--- src/rtl/sipo_ctrl_pkg.sv ---
// ============================================================================
// sipo_ctrl_pkg : shared types and helpers for the SIPO framing controller
// Rev 1.0
// ============================================================================
`default_nettype none

package sipo_ctrl_pkg;

  typedef enum logic [0:0] {
    COLLECT = 1'b0,
    LOAD    = 1'b1
  } state_t;

  function automatic int IDX_W(input int width);
    return $clog2(width);
  endfunction

  // All-ones value of a w-bit counter, returned in a wide container.
  function automatic logic [63:0] sat_max(input int w);
    return (w >= 64) ? '1 : ((64'd1 << w) - 64'd1);
  endfunction

endpackage

`default_nettype wire

--- src/rtl/sat_counter.sv ---
// ============================================================================
// sat_counter : saturating up-counter; a same-cycle inc and clr yields 1
// Rev 1.0
// ============================================================================
`default_nettype none

module sat_counter
  import sipo_ctrl_pkg::*;
#(
  parameter int W = 8
) (
  input  logic         clk,
  input  logic         rst,
  input  logic         inc,
  input  logic         clr,
  output logic [W-1:0] count
);

  localparam logic [W-1:0] MAX = W'(sat_max(W));

  logic [W-1:0] base;

  always_comb begin
    base = clr ? '0 : count;
  end

  always_ff @(posedge clk) begin
    if (rst) begin
      count <= '0;
    end else if (inc) begin
      if (base != MAX) count <= base + W'(1);
    end else if (clr) begin
      count <= '0;
    end
  end

endmodule

`default_nettype wire

--- src/rtl/sipo_frame_ctrl.sv ---
// ============================================================================
// sipo_frame_ctrl : bit counting, word framing and holding-register handshake
// Rev 1.0
// ============================================================================
`default_nettype none

module sipo_frame_ctrl
  import sipo_ctrl_pkg::*;
#(
  parameter int WIDTH     = 8,
  parameter int OVF_CNT_W = 8
) (
  input  logic                       clk,
  input  logic                       rst,
  input  logic                       enable,
  input  logic                       ser_valid,
  input  logic                       frame_start,
  input  logic                       out_ready,
  input  logic                       clear_status,
  output logic                       sipo_shift_en,
  output logic                       word_load,
  output logic                       out_valid,
  output logic [IDX_W(WIDTH)-1:0]    bit_idx,
  output logic                       busy,
  output logic                       overflow,
  output logic                       frame_err,
  output logic [OVF_CNT_W-1:0]       ovf_count
);

  localparam int              IW   = IDX_W(WIDTH);
  localparam logic [IW-1:0]   LAST = IW'(WIDTH - 1);
  localparam logic [IW-1:0]   ONE  = IW'(1);

  state_t        state, state_n;
  logic [IW-1:0] idx_n;
  logic          accept;
  logic          ovf_evt;
  logic          ferr_evt;
  logic          valid_n;

  always_ff @(posedge clk) begin
    if (rst) begin
      state     <= COLLECT;
      bit_idx   <= '0;
      out_valid <= 1'b0;
      overflow  <= 1'b0;
      frame_err <= 1'b0;
    end else begin
      state     <= state_n;
      bit_idx   <= idx_n;
      out_valid <= valid_n;
      overflow  <= ovf_evt  ? 1'b1 : (clear_status ? 1'b0 : overflow);
      frame_err <= ferr_evt ? 1'b1 : (clear_status ? 1'b0 : frame_err);
    end
  end

  always_comb begin
    accept        = enable & ser_valid;
    sipo_shift_en = accept & ~rst;
    word_load     = (state == LOAD) & (~out_valid | out_ready) & ~rst;
    ovf_evt       = (state == LOAD) & out_valid & ~out_ready;
    ferr_evt      = (state == COLLECT) & accept & frame_start & (bit_idx != '0);
    busy          = (bit_idx != '0) | (state == LOAD);

    state_n = COLLECT;
    idx_n   = bit_idx;
    if (!enable) begin
      idx_n = '0;
    end else if (accept) begin
      // A bit arriving during LOAD is already bit 0 of the next word.
      if (state == LOAD || frame_start) begin
        idx_n = ONE;
      end else if (bit_idx == LAST) begin
        idx_n   = '0;
        state_n = LOAD;
      end else begin
        idx_n = bit_idx + ONE;
      end
    end

    if (word_load)                  valid_n = 1'b1;
    else if (out_valid & out_ready) valid_n = 1'b0;
    else                            valid_n = out_valid;
  end

  sat_counter #(
    .W (OVF_CNT_W)
  ) u_ovf_cnt (
    .clk   (clk),
    .rst   (rst),
    .inc   (ovf_evt),
    .clr   (clear_status),
    .count (ovf_count)
  );

endmodule

`default_nettype wire

--- config.mk ---
export PLATFORM = sky130hd
export DESIGN_NAME = sipo_frame_ctrl
export DESIGN_NICKNAME = d
export VERILOG_FILES = /design/src/rtl/sipo_ctrl_pkg.sv /design/src/rtl/sat_counter.sv /design/src/rtl/sipo_frame_ctrl.sv
export SDC_FILE = /design/constraint.sdc
export NUM_CORES = 1
export LEC_CHECK = 0
export BUFFER_PORTS_ARGS = -buffer_cell sky130_fd_sc_hd__clkbuf_2
export CELL_PAD_IN_SITES_DETAIL_PLACEMENT = 1
export CELL_PAD_IN_SITES_GLOBAL_PLACEMENT = 2
export CORE_UTILIZATION = 28
export DETAILED_ROUTE_END_ITERATION = 8
export PLACE_DENSITY = 0.74
export SLEW_MARGIN = 10
export SYNTH_ARGS = -nofsm -noshare
export SYNTH_HDL_FRONTEND = slang
export SYNTH_SLANG_ARGS = --single-unit
export TNS_END_PERCENT = 100
--- constraint.sdc ---
create_clock -name clk -period 1.8 [get_ports clk]
set_input_delay 0.27 -clock clk [delete_from_list [all_inputs] [get_ports clk]]
set_output_delay 0.27 -clock clk [all_outputs]
set_load 0.02 [all_outputs]
Word-level counts from Yosys, hierarchy flattened
Index checks and enable logic that the tools add are counted.
{ "word_totals": {"input_bits": 7, "regBits": 15, "wordCells": 47, "output_inout_bits": 17} }
{ "classes": {"reduce_logical": 7, "n_addsub": 2, "eq_ne": 3, "bitwise_logic": 18, "n_mux": 11} }
{ "ops": {"columns": ["operator", "n"], "rows": [
  ["8-bit two-way mux", 3],
  ["1-bit AND", 10],
  ["8-bit by 1-bit adder with 8-bit output (second input constant)", 1],
  ["8-bit != test (second input constant)", 1],
  ["1-bit two-way mux", 6],
  ["3-bit two-way mux", 2],
  ["1-bit inverter", 6],
  ["2-bit nonzero test", 3],
  ["4-bit OR reduction", 1],
  ["3-bit by 1-bit adder with 3-bit output (second input constant)", 1],
  ["3-bit == test (second input constant)", 1],
  ["3-bit nonzero test", 1],
  ["2-bit by 1-bit != test with 1-bit output (second input constant)", 1],
  ["1-bit bitwise OR", 2],
  ["2-bit OR reduction", 1],
  ["1-bit logical OR", 1]
]} }

Logic depth before layout (Yosys ltp)
{ "depth": {"ltp_word": 5, "mapped_depth": 5, "depth_no_buf": 5} }

By module
Synthesis repeated with hierarchy kept, for this count alone.
{ "hier_totals": {"hier_cells": 77, "hier_area_um2": 768.2} }
{ "modules_own_cells": {"columns": ["mod", "cells_each", "area_each_um2", "seq_area_each_um2", "n_inst"], "rows": [
  ["sat_counter", 41, 406.6, 160.2, 1],
  ["sipo_frame_ctrl", 36, 361.6, 140.1, 1]
]} }

Worst setup path before layout
No wires, ideal clock.
{ "synth_path": {"path_kind": "register to output", "start": "register bit_idx[0]", "end": "output busy", "arrival_time_ns": 1.116, "path_slack_ns": 0.414, "path_buffers": 0, "t_required_ns": 1.530, "path_stages_with_launch": 5, "path_cell_list": "dfxtp_1 inv_1 ha_1 inv_1 or3_2"} }
{ "synth_via": {"elab_chain_len": 2} }
{ "synth_rtl": {"columns": ["item", "line", "rtl"], "rows": [
  ["from (decl)", "sipo_frame_ctrl.sv:23", "output logic [IDX_W(WIDTH)-1:0] bit_idx,"],
  ["from (signal assigned)", "sipo_frame_ctrl.sv:50", "bit_idx <= idx_n;"],
  ["3-bit nonzero test", "sipo_frame_ctrl.sv:63", "busy = (bit_idx != '0) | (state == LOAD);"],
  ["1-bit bitwise OR", "sipo_frame_ctrl.sv:63", null],
  ["to (decl)", "sipo_frame_ctrl.sv:24", "output logic busy,"]
]} }
No other way between the ends.

Worst setup path in the final report
Same ends and word-level chain as after synthesis.

==> summary.md <==
| Metric | Value |
|---|---|
| Final non-filler cell total | `147` |
| Area grow syn2layout | `23.2%` |
| Post-Syn Nets | `102` |
| Starting Density | `0.307` |
| Number of synthesized flops with an enable pin | `0` |
| #FFs+latches synth | `15` |
| CTS Hold Bufs | `0` |
| Core Rows | `18` |
| Mean Syn Cell Area | `8.57 sq um` |
| RSZ-0062 raised after global routing | `no` |
| Pwr Total | `583 uW` |
| LEAKAGE | `0.431 nW` |
| Minimum clock period | `1.71 ns` |
| First-pass GRT wire length | `3220 um` |
| Die Y | `55.1 um` |
| Post-synthesis sequential area ratio | `0.381` |
| H-tree depth | `1` |
| Relative slew margins | `0.797` |
| Clock Tree Root | `clkbuf_4` |
| Gate Count Post-Synth | `92` |
| # diodes | `0` |
| Final Routed Wirelength | `2000 um` |
| Commonest non-fill, non-tap cell in the layout | `clkbuf_2` |
| Hold Crit Class | `in -> reg` |
| Via Count | `777` |
| Worst-path maximum fanout | `4` |
| Clock sink total | `15` |
| Synth cell types | `36` |
| FFs w/ async S/R, synth | `0` |
| Nets | `128` |
| Clock Latency Late Sink | `0.28 ns` |
| Antenna violations before repair | `0` |
| 1st-iter DRT viols | `2` |
| Die area | `3030 sq um` |
| DP Area | `932 sq um` |
| Vias in the first global route | `737` |
| Finished Cell Area | `971 sq um` |
| All-Layer GR Usage | `0.151` |
| P per Cell Area | `600 nW/um^2` |
| Drt drc | `0` |
| Fmax | `585 MHz` |
| Worst-path clk slew | `0.10 ns` |
| DR vias/cell | `5.29` |
| Final setup viols | `0` |
| Aggregate negative setup slack | `0 ns` |
| Max VDD drop | `0.229 mV` |
| Clk_skew | `0.00272 ns` |
| Status | `complete, no violations` |
| Remaining antenna violation count | `0` |
| Crit. End Element | `primary output` |
| Critical path arrival | `1.44 ns` |
| Final Slew Violations | `0` |
| Final hold viol count | `0` |
| Buffers on Ports | `23` |
| Required time of the critical path | `1.53 ns` |
| Top_reg_cell synth | `dfxtp_1` |
| Actual slew at the worst max-slew pin | `0.302 ns` |
| Gpl congestion | `0.732` |
| IO Pins | `24` |
| Yosys warns | `0` |
| Post-DR wirelength/cell | `13.6 um` |
| Crit path kind | `reg -> out` |
| Hold Slack | `0.219 ns` |
| CTS Buffer Depth | `2` |
| Iteration count of the initial detailed-routing pass | `4` |
| Share of layout cells above drive strength 1 | `0.316` |
| GRT Residual Overflow | `0` |
| Largest net degree at the start of global routing | `13` |
| Crit start category | `flip-flop` |
| Period utilisation layout | `0.949` |
| Most frequent cells in the layout | `clkbuf_2, dfxtp_1, a21oi_1` |
| Core ar. | `2570 sq um` |
| Die Span X | `55.1 um` |
| DP HPWL | `1590 um` |
| Mapped Area | `788 sq um` |
| Max cap viols | `0` |
| CTS tree | `yes` |
| CTS buffer count | `3` |
| # placed instances | `142` |
## registers in the layout (all words and copies together), names as in the netlist
name	cells
out_valid	1
frame_err	1
u_ovf_cnt.count	8
overflow	1
state	1
bit_idx	3
## stage by stage
stage | worst slack (ns) | util
finish | 0.0910 | 0.378
global route | 0.0113 | 0.378
CTS | 0.0433 | 0.373
detailed placement | 0.376 | 0.363
global placement | 0.400 | 0.363
floorplan | 0.414 | -
## worst paths after layout
path              slack, ns                               to                     from  cells past startpoint
setup / recovery       0.09                             busy  bit_idx[0]$_SDFFE_PP0N_                      5
hold / removal         0.22           out_valid$_SDFFE_PP0P_                      rst                      2
setup reg to reg       0.37  u_ovf_cnt.count[7]$_SDFFE_PP0P_         state$_SDFF_PP0_                      3
hold reg to reg        0.46            overflow$_SDFFE_PP0P_    overflow$_SDFFE_PP0P_                      2
## power breakdown
group          total, mW  internal, mW  switching [mW]
sequential         0.335         0.333         0.00164
clock              0.200        0.0860           0.114
combinational     0.0478        0.0191          0.0287
total              0.583         0.439           0.144
## critical path: stages, from the launching register on
cell and delay [ns]:
dfxtp_2 0.35, inv_2 0.05, ha_1 0.13, inv_1 0.04
or3_2 0.40, buf_4 0.17
## cell usage after synthesis (2+ instances only)
cell type,n,area (sq um)
dfxtp_1,15,300
a21oi_1,8,40.0
inv_1,8,30.0
nand2_1,6,22.5
nor2_1,6,22.5
a211oi_1,3,22.5
clkbuf_1,3,11.3
ha_1,3,37.5
nand3_1,3,15.0
nor2b_1,3,18.8
a31oi_1,2,12.5
and4b_2,2,22.5
nand2b_1,2,12.5
nand3b_1,2,15.0
nand4_1,2,12.5
nor3_1,2,10.0
o211ai_1,2,15.0
or3_2,2,15.0
## area by class of cell
type	count	area [sq um]
fill	326	1600
multi-input combinational	65	442
sequential	15	303
timing repair buffer	25	133
tap	30	37.5
inverter	8	30.0
clock buffer	4	26.3
## layer usage
metal	part of all wire	vias up	global-route usage
met5	0	-	0
met4	0.0050	0	0.0625
met3	0.040	2	0.0246
met2	0.52	16	0.265
met1	0.44	375	0.180
li1	-	384	-
## logic make-up (layout without fill, tap and decap cells)
| logic type | count (synthesis) | after routing | synth area share |
|---|---|---|---|
| simple gates | 38 | 38 | 0.297 |
| compound gates | 22 | 22 | 0.192 |
| flops | 15 | 15 | 0.381 |
| buf+inv | 12 | 37 | 0.0587 |
| fa+ha+maj | 3 | 3 | 0.0476 |
| xor+xnor | 1 | 1 | 0.0111 |
| mux | 1 | 1 | 0.0127 |
## what timing repair did
action | in CTS | in global routing
gates resized for setup | 0 | 5
setup buffers | 0 | 1
setup endpoints to repair | 0 | 1
Note: power is estimated with default switching activity, not from simulation.
